**src/rtl/fmul_arbiter.sv**
```systemverilog
// Two-requester arbiter in front of one shared combinational FP multiplier.
// Define FMUL_ARB_FLAG_ACC_EN to enable the sticky fflags accumulator.
module fmul_arbiter #(
  parameter bit FIXED_PRIO = 1'b0
) (
  input  logic        clk,
  input  logic        rst_n,
  input  logic [1:0]  req_valid,
  output logic [1:0]  req_ready,
  input  logic [63:0] req_a,
  input  logic [63:0] req_b,
  input  logic [1:0]  req_rm,
  input  logic [1:0]  req_mode,
  output logic [31:0] mul_a,
  output logic [31:0] mul_b,
  output logic        mul_rm,
  output logic        mul_mode,
  input  logic [31:0] mul_result,
  input  logic [4:0]  mul_flags,
  output logic [1:0]  resp_valid,
  input  logic [1:0]  resp_ready,
  output logic [31:0] resp_result,
  output logic [4:0]  resp_flags,
  output logic        busy,
  output logic [4:0]  fflags,
  input  logic        fflags_clr
);

  typedef enum logic [1:0] {IDLE, EXEC, RESP} state_t;

  state_t state;
  logic   last_grant;
  logic   id;
  logic   win;
  logic   grant_any;

  // Winner selection; acceptance is a same-cycle handshake while IDLE.
  always_comb begin
    grant_any = |req_valid;
    win       = 1'b0;
    case (req_valid)
      2'b10:   win = 1'b1;
      2'b11:   win = FIXED_PRIO ? 1'b0 : ~last_grant;
      default: win = 1'b0;
    endcase
    req_ready = '0;
    if (rst_n && state == IDLE && grant_any) req_ready[win] = 1'b1;
  end

  always_ff @(posedge clk or negedge rst_n) begin
    if (!rst_n) begin
      state       <= IDLE;
      last_grant  <= 1'b1;
      id          <= 1'b0;
      mul_a       <= '0;
      mul_b       <= '0;
      mul_rm      <= 1'b0;
      mul_mode    <= 1'b0;
      resp_valid  <= '0;
      resp_result <= '0;
      resp_flags  <= '0;
      busy        <= 1'b0;
    end else begin
      case (state)
        IDLE: begin
          if (grant_any) begin
            state      <= EXEC;
            busy       <= 1'b1;
            id         <= win;
            last_grant <= win;
            mul_a      <= win ? req_a[63:32] : req_a[31:0];
            mul_b      <= win ? req_b[63:32] : req_b[31:0];
            mul_rm     <= req_rm[win];
            mul_mode   <= req_mode[win];
          end
        end
        EXEC: begin
          resp_result <= mul_result;
          resp_flags  <= mul_flags;
          resp_valid  <= id ? 2'b10 : 2'b01;
          state       <= RESP;
        end
        RESP: begin
          // Only the granted requester's resp_ready completes the response.
          if (resp_ready[id]) begin
            resp_valid <= '0;
            busy       <= 1'b0;
            state      <= IDLE;
          end
        end
        default: begin
          state <= IDLE;
          busy  <= 1'b0;
        end
      endcase
    end
  end

`ifdef FMUL_ARB_FLAG_ACC_EN
  // A capture in the same cycle as a clear keeps the new flags.
  always_ff @(posedge clk or negedge rst_n) begin
    if (!rst_n) begin
      fflags <= '0;
    end else if (state == EXEC) begin
      fflags <= (fflags_clr ? 5'b0 : fflags) | mul_flags;
    end else if (fflags_clr) begin
      fflags <= '0;
    end
  end
`else
  logic unused_fflags_clr;
  assign unused_fflags_clr = fflags_clr;
  assign fflags            = '0;
`endif

endmodule

```
**config.mk**
```make
export PLATFORM = sky130hd
export DESIGN_NAME = fmul_arbiter
export DESIGN_NICKNAME = d
export VERILOG_FILES = /design/src/rtl/fmul_arbiter.sv
export SDC_FILE = /design/constraint.sdc
export NUM_CORES = 1
export LEC_CHECK = 0
export ABC_CLOCK_PERIOD_IN_PS = 2600
export CAP_MARGIN = 15
export CORE_MARGIN = 4
export CORE_UTILIZATION = 25
export CTS_BUF_LIST = sky130_fd_sc_hd__clkbuf_8
export DETAILED_ROUTE_END_ITERATION = 8
export GPL_TIMING_DRIVEN = 0
export PLACE_DENSITY = 0.66
export SYNTH_ARGS = -nofsm -noshare
export SYNTH_HDL_FRONTEND = slang
export SYNTH_SLANG_ARGS = --single-unit
```
**constraint.sdc**
```tcl
create_clock -name clk -period 2.6 [get_ports clk]
set_clock_uncertainty 0.05 [all_clocks]
set_input_delay 0.26 -clock clk [delete_from_list [all_inputs] [get_ports clk]]
set_output_delay 0.26 -clock clk [all_outputs]
set_load 0.005 [all_outputs]
```
### Yosys cells after proc, flatten, opt, wreduce, memory -nomap -nowiden

Index checks and enable logic that the tools add are counted.

| operators by class | value |
|---|---|
| magnitude comparators | 3 |
| equality and inequality tests | 6 |
| mux-type cells | 20 |
| bitwise logic cells | 2 |
| reductions and logical operators | 10 |

Operators by type and width:

| kind | count |
|---|---|
| 32-bit two-way mux | 2 |
| 1-bit two-way mux | 9 |
| 2-bit two-way mux | 4 |
| 2-bit equality test (second input constant) | 3 |
| 2-bit case mux with 3 select lines | 1 |
| 2-bit AND reduction | 3 |
| 1-bit by 2-bit less-than comparator with 1-bit output (second input constant) | 2 |
| 2-bit != test (second input constant) | 2 |
| 2-bit case mux with 2 select lines | 1 |
| 1-bit logical AND | 3 |
| 1-bit case mux with 3 select lines | 1 |
| 3-bit AND reduction | 1 |
| 2-bit by 1-bit equality test with 1-bit output (second input constant) | 1 |
| 2-bit zero test | 1 |
| 1-bit NOT | 2 |
| 1-bit case mux with 2 select lines | 1 |
| 2-bit nonzero test | 1 |
| 2-bit OR reduction | 1 |
| 1-bit demux with 1-bit select | 1 |
| 1-bit >= comparator (second input constant) | 1 |

| word-level totals | value |
|---|---|
| register bits after elaboration | 110 |
| input bits | 176 |

### Logic depth before layout (Yosys ltp)

Gate-level depths: netlist of the first run.

| depth | value |
|---|---|
| depth in word-level cells | 7 |
| depth in mapped cells | 6 |
| mapped depth without buffers | 3 |

### Worst setup path after synthesis of the first run

No wires, ideal clock.

| timing path | value |
|---|---|
| path type | reg-to-reg |
| start point | reg last_grant |
| end point | reg mul_b[14] |
| setup time | 0.125 ns |
| arrival time | 1.546 ns |
| required time | 2.425 ns |
| setup slack | 0.879 ns |
| cell stages (with the launch flop) | 7 |
| path buffers | 3 |
| cells stage by stage | dfstp_2 a21bo_1 buf_6 buf_6 buf_6 mux2_4 mux2_4 |

| on the way | value |
|---|---|
| word-level cells in the longest chain between the ends | 3 |

RTL lines:

| what | RTL line | RTL |
|---|---|---|
| start, declared | 32 | `logic last_grant;` |
| start signal, assigned | 70 | `last_grant <= win;` |
| 1-bit NOT | 43 | `2'b11: win = FIXED_PRIO ? 1'b0 : ~last_grant;` |
| 1-bit case mux with 2 select lines | 41 | `case (req_valid)` |
| 32-bit two-way mux | 72 | `mul_b <= win ? req_b[63:32] : req_b[31:0];` |
| end signal, assigned | 72 |  |
| end, declared | 15 | `output logic [31:0] mul_b,` |

Every way passes these cells.
A chain may end at the register's enable or synchronous reset.

### Final worst setup path of the first run

| timing path | value |
|---|---|
| start point | reg last_grant |
| end point | out req_ready[0] |

| on the way | value |
|---|---|
| word-level cells in the longest chain between the ends | 7 |

RTL lines:

| what | RTL line | RTL |
|---|---|---|
| 1-bit NOT (*) | 43 |  |
| 1-bit case mux with 2 select lines (*) | 41 |  |
| 1-bit by 2-bit less-than comparator with 1-bit output (not written as such) / 1-bit >= comparator (equally long branches) | 47 | `if (rst_n && state == IDLE && grant_any) req_ready[win] = 1'b1;` |
| 1-bit logical AND (not written as such) | 47 |  |
| 1-bit two-way mux (not written as such) | 47 |  |
| 1-bit demux with 1-bit select (*) | 47 |  |
| 2-bit two-way mux (*) | 47 |  |
| end, declared | 9 | `output logic [1:0] req_ready,` |

Mark *: on every way between the ends. The rest lies on a longest branch, timed or not.

==> results of run 1 <==
-- synthesized netlist by cell type --
cell type,n,area share (%)
sky130_fd_sc_hd__mux2_2,155,35
sky130_fd_sc_hd__dfrtp_1,109,55
sky130_fd_sc_hd__buf_2,16,1.6
sky130_fd_sc_hd__mux2_4,14,4.2
sky130_fd_sc_hd__buf_4,5,0.75
sky130_fd_sc_hd__a21oi_1,3,0.30
sky130_fd_sc_hd__buf_6,3,0.68
sky130_fd_sc_hd__a211oi_1,2,0.30
sky130_fd_sc_hd__inv_1,2,0.15
sky130_fd_sc_hd__a21bo_1,1,0.20
sky130_fd_sc_hd__a2bb2oi_1,1,0.18
sky130_fd_sc_hd__a31oi_1,1,0.13
sky130_fd_sc_hd__and3_1,1,0.13
sky130_fd_sc_hd__clkbuf_1,1,0.075
sky130_fd_sc_hd__conb_1,1,0.075
sky130_fd_sc_hd__dfstp_2,1,0.53
sky130_fd_sc_hd__mux2i_1,1,0.20
sky130_fd_sc_hd__nand2b_1,1,0.13
sky130_fd_sc_hd__nor2_1,1,0.075
sky130_fd_sc_hd__nor2b_1,1,0.13
sky130_fd_sc_hd__nor3_1,1,0.10
sky130_fd_sc_hd__nor4b_1,1,0.18
sky130_fd_sc_hd__o21a_1,1,0.15
sky130_fd_sc_hd__o21bai_1,1,0.15
sky130_fd_sc_hd__o32ai_1,1,0.18
-- through the flow --
stage / cell area [µm²] / worst slack, ps / hold WS [ps]
floorplan: 5016 / 878.7 / -85.59
finish: 8404 / 145.9 / 394.3
CTS: 8413 / 6.125 / 362.2
detailed placement: 8195 / -209.0 / 249.3
global placement: 8170 / -3112 / 439.4
global route: 8404 / 5.717 / 382.8
-- what timing repair did --
item,in CTS,in global routing
hold endpoints to repair,44,0
cloned,0,0
setup endpoints to repair,2,1
gates resized for setup,7,2
hold buffers,2,0
-- sequential cells by signal, summed over array words and instances (netlist names), 2 cells and up --
register,cells
resp_result,32
state,2
mul_b,32
mul_a,32
resp_flags,5
resp_valid,2
-- cells in the final DEF, fill, tap and decap left out, drive strengths merged, types with 2 or more instances in the layout --
master,netlist,final
a211oi,2,2
a21oi,3,3
buf,24,26
clkbuf,1,9
clkdlybuf4s50,0,280
clkinv,0,4
conb,1,5
dfrtp,109,109
inv,2,5
mux2,169,169
-- worst min-delay path, cell delays in order --
cell and delay, ps:
sky130_fd_sc_hd__dlygate4sd3_1 540, sky130_fd_sc_hd__buf_4 150, sky130_fd_sc_hd__buf_12 230
-- worst max-delay path by stage --
stage / from / end / slack (ps)
after global placement: rst_n / req_ready[0] / -3110
after global routing: last_grant / req_ready[0] / 6
after CTS: state[0] / req_ready[0] / 6
final: last_grant / req_ready[0] / 150
after floorplan: last_grant / mul_b[14] / 880
after detailed placement: req_valid[1] / req_ready[0] / -210
-- kinds of logic (layout without fill, tap and decap cells) --
logic type	after synthesis	after routing	share of synthesized area [%]
AO/OA/AOI/OAI	11	11	1.576
buffers and inverters	27	326	3.253
flip-flops	110	110	55.07
multiplexers	170	170	39.30
other	1	5	0.07498
AND/OR/NAND/NOR	6	6	0.7256
-- routing by layer --
layer	vias up	track usage (%)
li1	1752	-
met1	1844	13.56
met2	192	23.01
met3	13	4.967
met4	0	4.531
met5	-	0
-- where the power goes --
part	total (mW)	internal (mW)	switching (mW)
clock network	0.942	0.353	0.589
registers	3.10	2.61	0.490
logic	4.33	2.95	1.39
-- layout make-up --
class	instances	area share (%)
Sequential cell	110	32.78
Multi-Input combinational cell	192	25.16
Clock inverter	7	0.5806
Inverter	2	0.08933
Clock buffer	9	1.474
Buffer	23	1.742
Timing Repair Buffer	285	34.23
Tap cell	265	3.945
==> results by stage, run 1 <==
Clocking:
- The clock reaches the later pin of the worst-skew pair after around 370 ps.
- The clock tree from TritonCTS is yes.
- The H-tree depth is 3.
- The number of setup buffers added after CTS is 0.
- The total clock buffers created by CTS is 9.
- Clock tree synthesis selected as its root buffer the cell sky130_fd_sc_hd__clkbuf_8.
- No sink is reached through more buffers than the 2 on the longest clock path.
- Counting every sink on the clock net gives 110.
- The clock-pin slew on the worst setup and hold paths is 110 ps.

Detailed routing:
- Wires add up to about 15000 µm.
- The met3 wire length is about 1700 µm.
- The average wire per cell in the routed design is approximately 16 µm.
- The initial detailed-routing violation count is 51.
- The count of TritonRoute iterations in the first routing pass is 4.
- After detailed routing, the met2 layer carries ~7300 µm of wire.
- The detailed-routing wirelength on met1 is approximately 5300 µm.
- Once detail routing completed, the nets flagged for antenna violations numbered 0.
- The DRC violation count after routing is 0.
- For this block, the via count after detailed routing is 3801.
- The top layer used by detailed routing is met4.
- Using the TritonRoute via totals, the vias-per-cell ratio works out to approximately 4.3.

Floorplan:
- The floorplan has 51 rows.
- The floorplan step set the die width to between 100 and 150 µm.
- The starting density of the core is around 26%.
- During I/O placement, the number of pins put on the boundary was about 290.
- The total area inside the core boundary comes to slightly below 20000 µm².
- In this run the vertical extent of the chip is between 100 and 150 µm.
- The die covers 22330 µm².

Power:
- The post-route total power is 8.373 mW.
- The analysis attributes to cell leakage a power of 3.413 nW.
- Power spread over the standard cell area amounts to between 900 and 1000 nW/µm².
- The highest ir drop seen on vdd is around 510 µV.

Final layout:
- The area growth from synthesis to layout is 68.05%.
- The total of fill cells in the finished design is 1801.
- The antenna diode instance count is 0.
- The non-filler instance count after layout is between 800 and 900.
- Once layout is complete, the utilization of the core stands at a little over two fifths.
- The final layout contains 799 nets.
- The total area of multi-input combinational cells is between 2000 and 2500 µm².
- The share of cells above drive strength 1 is 34.08%.
- The footprint of the flip-flops and latches is 2755 µm².

Worst setup path:
- Along the worst path, the maximum fanout reaches 19.
- The cell that appears most often on the critical path is sky130_fd_sc_hd__buf_6.
- The kind of cell adding the most delay to the critical path is buffers and inverters.
- At the worst endpoint, the required time is roughly 2300 ps.
- The critical path's largest stage delay is 550 ps.
- The setup path with the least slack is of type reg2out.
- The worst register-to-register path has a setup slack of between 600 and 700 ps.
- The endpoint of the worst-slack reg-to-reg timing path is mul_a[1].
- The reg-to-reg critical path startpoint is last_grant.
- The number of buffers and inverters on the critical path is 3.
- The number of cells on the worst reg-to-reg path is 5.
- On the critical path, the stage with the largest delay is an instance of sky130_fd_sc_hd__dfstp_2.
- The nature of the critical path startpoint is a register.
- For the worst setup path, the data arrival time is 2140 ps.
- The number of logic stages on the critical path including buffering is 5.
- Walking the worst path, the cells encountered are a21bo_1 > buf_6 > buf_6 > and3_1 > clkdlybuf4s50_1.
- The worst setup path is captured at an output port.

STA:
- The final clock period utilization by the worst path is 94.39%.
- Setup repair after global routing left no endpoint under its margin.
- The minimum clock period is roughly 2500 ps.
- The final number of max-transition violations is 0.
- The number of endpoints with negative hold slack in the final report is 0.
- Adding up every negative setup slack in the final design gives 0 ps.
- The highest clock rate is 407.5 MHz.
- Setup violations remaining at the end of the flow were counted as 0.

Global route:
- The largest net degree at the start of global routing is 69.
- The overall track demand over capacity in global routing is 12.77%.
- The remaining global-route overflow is 0.
- The number of antenna violations at the first check in global routing is 0.
- The first-pass GRT wire length is 22400 µm.
- The number of global-route vias before repair was 4209.

Synthesis:
- During synthesis, Yosys emitted a total of 0 warnings.
- The number of different library cells used by synthesis comes to 25.
- Summing every instance area after synthesis gives approximately 5000 µm².
- After synthesis the netlist holds a flip-flop and latch count of 110.
- The synthesized area per cell is between 15 and 20 µm².
- For this run, the register share of the synthesized area comes to approximately 55%.
- The cell count after synthesis came out at 325.

Place:
- Once detailed placement completed, the half-perimeter wirelength came to ~12000 µm.
- The number of port buffers is 282.
- The number of placed instances, taps included is 877.
- The congestion estimate from routability-driven global placement came to between 0.7 and 0.8.

Run status:
- The flow ran to the end, and the final reports show no timing, DRC or antenna violations.

Job:
- The reported max-cap violation count is 0.

Min path:
- The classification of the worst-slack hold path is in2async.
Power figures use the tool's default switching activity.
==> run 2, diff against run 1 <==
ABC_CLOCK_PERIOD_IN_PS = 2160   (was 2600)
PLACE_DENSITY = 0.68   (was 0.66)
clock period = 2.16 ns   (was 2.6 ns; I/O delays follow)
==> run 2 against run 1 <==
Compared with the run above: die area did not move; core utilization rose by 0.66 points; sequential power rose by 20%; combinational power rose by 24%; setup slack got worse by 22 ps; total power rose by 25%; wire length rose by 4.2%; sequential cell count did not move; worst hold slack got worse by 29 ps; clock power rose by 44%; cell count rose by 1.0%; global-route usage rose by 0.44 points.
==> results by stage, run 2 (synthesis gave the netlist of run 1 again) <==
Worst setup path:
- Walking the worst path, the cells encountered are a21bo_1 > buf_6 > buf_4 > buf_2 > mux2_2 > mux2_2.
- The kind of cell adding the most delay to the critical path is multiplexers.
- The worst endpoint required time is 2370 ps (+80 ps).
- The worst setup path is captured at a register.
- The cell occurring most often along the worst timing path is sky130_fd_sc_hd__mux2_2.
- The number of cells on the worst reg-to-reg path was 6 (+1).
- The maximum fanout along the worst path was 10 (-9).
- The slowest stage of the critical path is the sky130_fd_sc_hd__dfstp_2 cell.
- The worst register-to-register path begins at last_grant.
- The nature of the critical path startpoint is a register.
- The endpoint of the worst-slack reg-to-reg timing path is mul_a[6].
- The arrival time reported for the critical path endpoint is 2240 ps (+100 ps).
- The count of buffer and inverter cells on the critical path came to 3 (unchanged).
- The critical path's largest stage delay is 560 ps (about the same).
- The flop-to-flop setup slack is 120 ps (-560 ps).
- The worst setup path category is reg2reg.

Floorplan:
- The I/O pin total is 289 (unchanged).
- The floorplan die width was 149.4 µm (unchanged).
- The core footprint was 19590 µm² (unchanged).
- The area of the die is 22330 µm² (unchanged).
- The number of cell rows is 51 (unchanged).
- The die height came to 149.4 µm (unchanged).
- The starting density of the core is 25.53% (unchanged).

STA:
- The final number of max-transition violations is 0 (unchanged).
- The highest clock rate is 491.2 MHz.
- In the finished design, the share of the clock period the worst path needs comes to 94.26%.
- The clock period could shrink to slightly above 2000 ps.
- The number of endpoints with negative hold slack in the final report is 0 (unchanged).
- The total negative slack for setup checks is 0 ps (unchanged).
- The worst hold-check slack was 365.7 ps (-28.59 ps).
- Setup repair after global routing left no endpoint under its margin.
- The post-route worst setup slack was 124.0 ps (-21.81 ps).
- The number of setup violations in the final report was 0 (unchanged).

Power:
- The post-route total power came to 10.44 mW (+25%).
- The highest ir drop seen on vdd is 638.7 µV (+26%).
- The power density over the cells was 1223 nW/µm² (+23%).
- The total leakage power is 3.478 nW (+1.9%).

Global route:
- The number of antenna violations at the first check in global routing was 0 (unchanged).
- The overall track demand over capacity in global routing is 13.20% (+0.44 points).
- The number of global-route vias before repair is 4319 (+2.6%).
- The remaining global-route overflow came to 0 (unchanged).
- The largest net degree at the start of global routing is 68 (-1.4%).
- The first-pass GRT wire length is 23140 µm (+3.3%).

Clocking:
- The clock latency on the worst-skew pair is 380 ps (about the same).
- In this run the clock root is driven by a sky130_fd_sc_hd__clkbuf_8.
- The maximum buffer depth of the clock tree is 2 (unchanged).
- The clock tree from TritonCTS is yes.
- The H-tree depth came to 3 (unchanged).
- The total clock buffers created by CTS came to 9 (unchanged).
- The total clock sinks is 110 (unchanged).
- The clock-pin slew on the worst setup and hold paths is 120 ps (about the same).

Final layout:
- Relative to the synthesized area, the layout overhead comes to 70.63%.
- The most common cell after layout, fill and taps aside is sky130_fd_sc_hd__clkdlybuf4s50_1.
- The cell area after layout came to 8533 µm² (+1.5%).
- The share of cells above drive strength 1 came to 35.48% (+1.4 points).
- The non-filler instance count after layout was 902 (+1.0%).
- The total area of multi-input combinational cells is 2115 µm² (unchanged).
- The library cells used most frequently in the layout, excluding fill and tap cells, are sky130_fd_sc_hd__clkdlybuf4s50_1 (279), sky130_fd_sc_hd__mux2_2 (155), sky130_fd_sc_hd__dfrtp_1 (107).
- The total of fill cells in the finished design was 1791 (-0.56%).
- The final core utilization came to 43.56% (+0.66 points).
- The antenna diode instance count is 0 (unchanged).
- The number of nets in the final layout was 808 (+1.1%).
- The largest registers in the layout are mul_a x32, mul_b x32, resp_result x32.
- The footprint of the flip-flops and latches is 2756 µm² (about the same).

Run status:
- The run finished with clean final reports.

Detailed routing:
- The post-detailed-routing wire length is 15200 µm (+4.2%).
- The number of routed nets with antenna violations was 0 (unchanged).
- The post-detailed-route via-to-cell ratio is 4.232 (-0.58%).
- The initial detailed-routing violation count is 60 (+18%).
- The average wire per cell in the routed design was 16.85 µm (+3.2%).
- The via count is 3817 (+0.42%).
- The DRC violation count after routing is 0 (unchanged).
- The count of TritonRoute iterations in the first routing pass was 4 (unchanged).

Place:
- The final RePlAce weighted congestion is 0.7263 (-0.12%).
- The number of port buffers is 282 (unchanged).
- The placed wire-length estimate is 11890 µm (+1.6%).
- The pre-CTS setup slack came to -563.8 ps (-354.8 ps).
- The cell area after placement came to 8195 µm² (unchanged).
- The number of placed instances, taps included is 877 (unchanged).

Job:
- The reported max-cap violation count is 0 (unchanged).

Min path:
- The classification of the worst-slack hold path is in2async.
==> run 2: changes by cell type in the layout (fill, tap and decap cells not counted), moves of 2 or more <==
cell,previous run,this run
sky130_fd_sc_hd__buf_6,3,1
sky130_fd_sc_hd__clkinv_4,2,0
sky130_fd_sc_hd__clkinv_2,2,0
sky130_fd_sc_hd__buf_4,6,15
==> run 2: timing repair <==
action | 4_1_cts | 5_1_grt
endpoints found under the setup margin | 68 | 0
hold buffers | 2 | 0
endpoints found under the hold margin | 45 | 0
gates resized for setup | 17 | 0
buffers inserted | 9 | 0
==> run 2: final cells by class <==
| type | instances | area share (%) |
|---|---|---|
| tap | 265 | 3.886 |
| multi-input combinational | 192 | 24.78 |
| timing repair buffer | 294 | 34.53 |
| sequential | 110 | 32.30 |
| buffer | 23 | 1.921 |
| clock inverter | 6 | 0.8798 |
| inverter | 2 | 0.08798 |
| clock buffer | 10 | 1.613 |
==> run 2: worst min-delay path: stages <==
cell and delay, ps:
sky130_fd_sc_hd__dlygate4sd3_1 540, sky130_fd_sc_hd__buf_4 170, sky130_fd_sc_hd__buf_16 230
==> run 2: layer usage <==
layer | part of all wire [%] | up-vias | track usage [%]
li1 | - | 1769 | -
met1 | 37 | 1859 | 14.23
met2 | 50 | 184 | 23.55
met3 | 12 | 5 | 6.329
met4 | 0.63 | 0 | 2.883
met5 | 0 | - | 0
==> run 2: how the worst max path moves through the flow <==
stage                    start           end  cells after the start  slack [ps]
finish              last_grant      mul_a[6]                      6         120
global route        last_grant  req_ready[1]                      6           4
CTS                 last_grant  req_ready[1]                      6          80
detailed placement    state[0]  req_ready[0]                      6        -560
global placement         rst_n  req_ready[0]                      3       -3480
floorplan           last_grant     mul_b[14]                      6         440
==> run 2: power breakdown <==
part	internal (mW)	total, mW	switching (mW)
Sequential	3.14	3.72	0.577
Combinational	3.64	5.36	1.73
Clock	0.590	1.36	0.766
Total	7.37	10.4	3.07
==> run 3, diff against run 2 <==
CORE_ASPECT_RATIO = 0.9   (was not set)
==> run 3 against run 2 <==
Compared with the run above: via count about the same; die area about the same; final area rose by 0.21%; worst hold slack worse by 49 ps; clock-buffer cell count unchanged; sequential power about the same; sequential share of layout area is 0.066 points lower; global-route usage down 0.23 points; setup slack worse by 41 ps; cell count decreased by 2.0%; total power fell by 0.18%; non-clock buffer count down 3; largest cell class unchanged.
==> results by stage, run 3 (synthesis gave the netlist of run 1 again) <==
Detailed routing:
- The DRC violation count after routing is 0 (unchanged).
- The count of TritonRoute iterations in the first routing pass is 4 (unchanged).
- The average wire per cell in the routed design is 17.19 µm (+2.1%).
- The via count is 3820 (+0.079%).
- The post-detailed-routing wire length is 15200 µm (about the same).
- The initial detailed-routing violation count is 69 (+15%).
- The post-detailed-route via-to-cell ratio was 4.321 (+2.1%).
- The number of routed nets with antenna violations came to 0 (unchanged).

Clocking:
- The clock latency on the worst-skew pair is 380 ps (about the same).
- The total clock sinks is 110 (unchanged).
- The maximum buffer depth of the clock tree is 2 (unchanged).
- The clock-pin slew on the worst setup and hold paths is 110 ps (about the same).
- TritonCTS built the clock tree.
- The clock root buffer master is sky130_fd_sc_hd__clkbuf_8.
- The H-tree depth is 3 (unchanged).
- The total clock buffers created by CTS is 9 (unchanged).

Worst setup path:
- Counting stages on the worst path, the most repeated cell is sky130_fd_sc_hd__mux2_2.
- The flop-to-flop setup slack is 80 ps (-40 ps).
- The critical path's largest stage delay is 570 ps (about the same).
- Among all stages on the critical path, the largest delay is contributed by sky130_fd_sc_hd__dfstp_2.
- The critical path in this run is classified as reg2reg.
- The worst setup path is captured at a register.
- STA classifies the critical path startpoint as a register.
- The count of buffer and inverter cells on the critical path is 3 (unchanged).
- The maximum fanout along the worst path is 10 (unchanged).
- The critical path goes through a21bo_4 > buf_12 > buf_4 > clkbuf_4 > mux2_2 > mux2_2.
- The worst endpoint required time is 2380 ps (about the same).
- The arrival time reported for the critical path endpoint is 2300 ps (+60 ps).
- In this design, the largest share of critical-path delay is due to multiplexers.

Final layout:
- Leaving out fill and tap cells, the most frequent cell in the layout is sky130_fd_sc_hd__clkdlybuf4s50_1.
- The antenna diode instance count is 0 (unchanged).
- The non-filler instance count after layout came to 884 (-2.0%).
- The largest registers in the layout are mul_a x32, mul_b x32, resp_result x32.
- The number of nets in the final layout came to 805 (-0.37%).
- The area growth from synthesis to layout is 70.98%.
- The cell area after layout came to 8551 µm² (+0.21%).
- The share of cells above drive strength 1 is 35.17% (-0.31 points).
- In the layout the commonest cells are sky130_fd_sc_hd__clkdlybuf4s50_1 (279), sky130_fd_sc_hd__mux2_2 (155), sky130_fd_sc_hd__dfrtp_1 (107).

STA:
- The final clock period utilization by the worst path was 96.15% (+1.9 points).
- The highest clock rate came to 481.5 MHz (-2.0%).
- The minimum clock period is 2077 ps (+40.94 ps).
- The worst hold-check slack is 316.2 ps (-49.46 ps).
- Setup repair after global routing left no endpoint under its margin.
- The number of endpoints with negative hold slack in the final report is 0 (unchanged).
- The final number of max-transition violations is 0 (unchanged).
- The number of setup violations in the final report came to 0 (unchanged).
- The total negative slack for setup checks is 0 ps (unchanged).
- The post-route worst setup slack came to 83.11 ps (-40.94 ps).

Global route:
- The remaining global-route overflow was 0 (unchanged).
- The met3 track demand over resource is 5.199% (-1.1 points).
- The first-pass GRT wire length is 22710 µm (-1.8%).
- The fraction of met1 tracks used by global routing is 14.08% (-0.15 points).
- The largest net degree at the start of global routing is 62 (-8.8%).
- The number of antenna violations at the first check in global routing is 0 (unchanged).
- The met2 usage is 23.24% (-0.31 points).
- The overall track demand over capacity in global routing is 12.98% (-0.23 points).
- The number of global-route vias before repair is 4310 (-0.21%).
- The layer flagged by global routing as most heavily used is met2.

Power:
- The part of the total power dissipated in sequential elements is 35.5% (about the same).
- The fraction of power consumed by the clock network came to 13.0% (about the same).
- The switching portion of total power is 29.26% (-0.15 points).
- The highest ir drop seen on vdd was 605.4 µV (-5.2%).
- The net switching power of the design was 3.048 mW (-0.68%).
- The combinational power share is 51.5% (about the same).
- The power density over the cells is 1218 nW/µm² (-0.38%).
- The total leakage power is 3.496 nW (+0.52%).
- The internal portion of total power is 7.369 mW (about the same).

Job:
- The reported max-cap violation count came to 0 (unchanged).

Place:
- The placed wire-length estimate is 11910 µm (+0.13%).
- The number of placed instances, taps included is 862 (-1.7%).
- The final RePlAce weighted congestion was 0.7641 (+5.2%).
- The number of port buffers is 282 (unchanged).
- The pre-CTS setup slack is -477.1 ps (+86.70 ps).
- The cell area after placement is 8177 µm² (-0.23%).

Floorplan:
- The starting density of the core is 25.78% (+0.25 points).
- The floorplan die width is 157.1 µm (+5.1%).
- The core footprint is 19400 µm² (-0.98%).
- The area of the die is 22330 µm² (about the same).
- The number of cell rows was 48 (-5.9%).
- The die height is 142.2 µm (-4.9%).
- The I/O pin total is 289 (unchanged).

Run status:
- The flow ran to the end, and the final reports show no timing, DRC or antenna violations.

Min path:
- The classification of the worst-slack hold path is in2async.
-- run 3: cell count changes in the layout (fill, tap and decap cells not counted), sizes merged --
cell / delta
buf: -9
clkinvlp: -1
bufbuf: +1
dlygate4sd2: +1
clkbuf: +4
clkinv: +1
-- run 3: path summary, 6_finish.rpt --
path / startpoint / end / cells after the start
setup / recovery: last_grant / mul_a[20] / 6
hold / removal: rst_n / state[1] / 3
setup reg to reg: last_grant / mul_a[20] / 6
hold reg to reg: mul_mode / mul_mode / 1
max in group asynchronous: rst_n / mul_b[3] / 3
min in group clk: mul_result[15] / resp_result[15] / 2
-- run 3: through the flow --
step	utilization (%)	total power, mW
floorplan	-	5.973
global placement	42.02	8.898
detailed placement	42.15	9.067
CTS	43.90	10.65
global route	44.08	11.11
finish	44.08	10.42
-- run 3: layer usage --
layer,wire length [µm],part of all wire [%]
met1,5622,37
met2,7767,51
met3,1512,9.9
met4,295,1.9
met5,0,0
-- run 3: power groups by stage --
stage               sequential (mW)  clock [mW]  combinational, mW
CTS                            3.71        1.45               5.48
global route                   3.85        1.51               5.76
global placement               3.70           0               5.20
floorplan                      3.79           0               2.19
finish                         3.70        1.35               5.36
detailed placement             3.75           0               5.32
-- run 3: area by class of cell --
type / count / area (µm²)
clock buffers: 10 / 137.6
fillers: 1791 / 10850
flip-flops and latches: 110 / 2756
repair buffers: 292 / 2982
well taps: 250 / 312.8
clock inverters: 6 / 73.82
inverters: 2 / 7.507
plain buffers: 22 / 160.2
multi-input cells: 192 / 2121
-- run 3: what timing repair did --
action                     in CTS  in global routing
hold endpoints to repair       51                  0
cloned                          1                  1
buffers inserted                5                  0
gates resized for setup        16                  5
setup endpoints to repair      13                 29
hold buffers                    2                  0
-- run 3: tightest hold or removal path: stages --
cell,delay [ps]
sky130_fd_sc_hd__dlygate4sd3_1,540
sky130_fd_sc_hd__buf_6,150
sky130_fd_sc_hd__buf_16,200
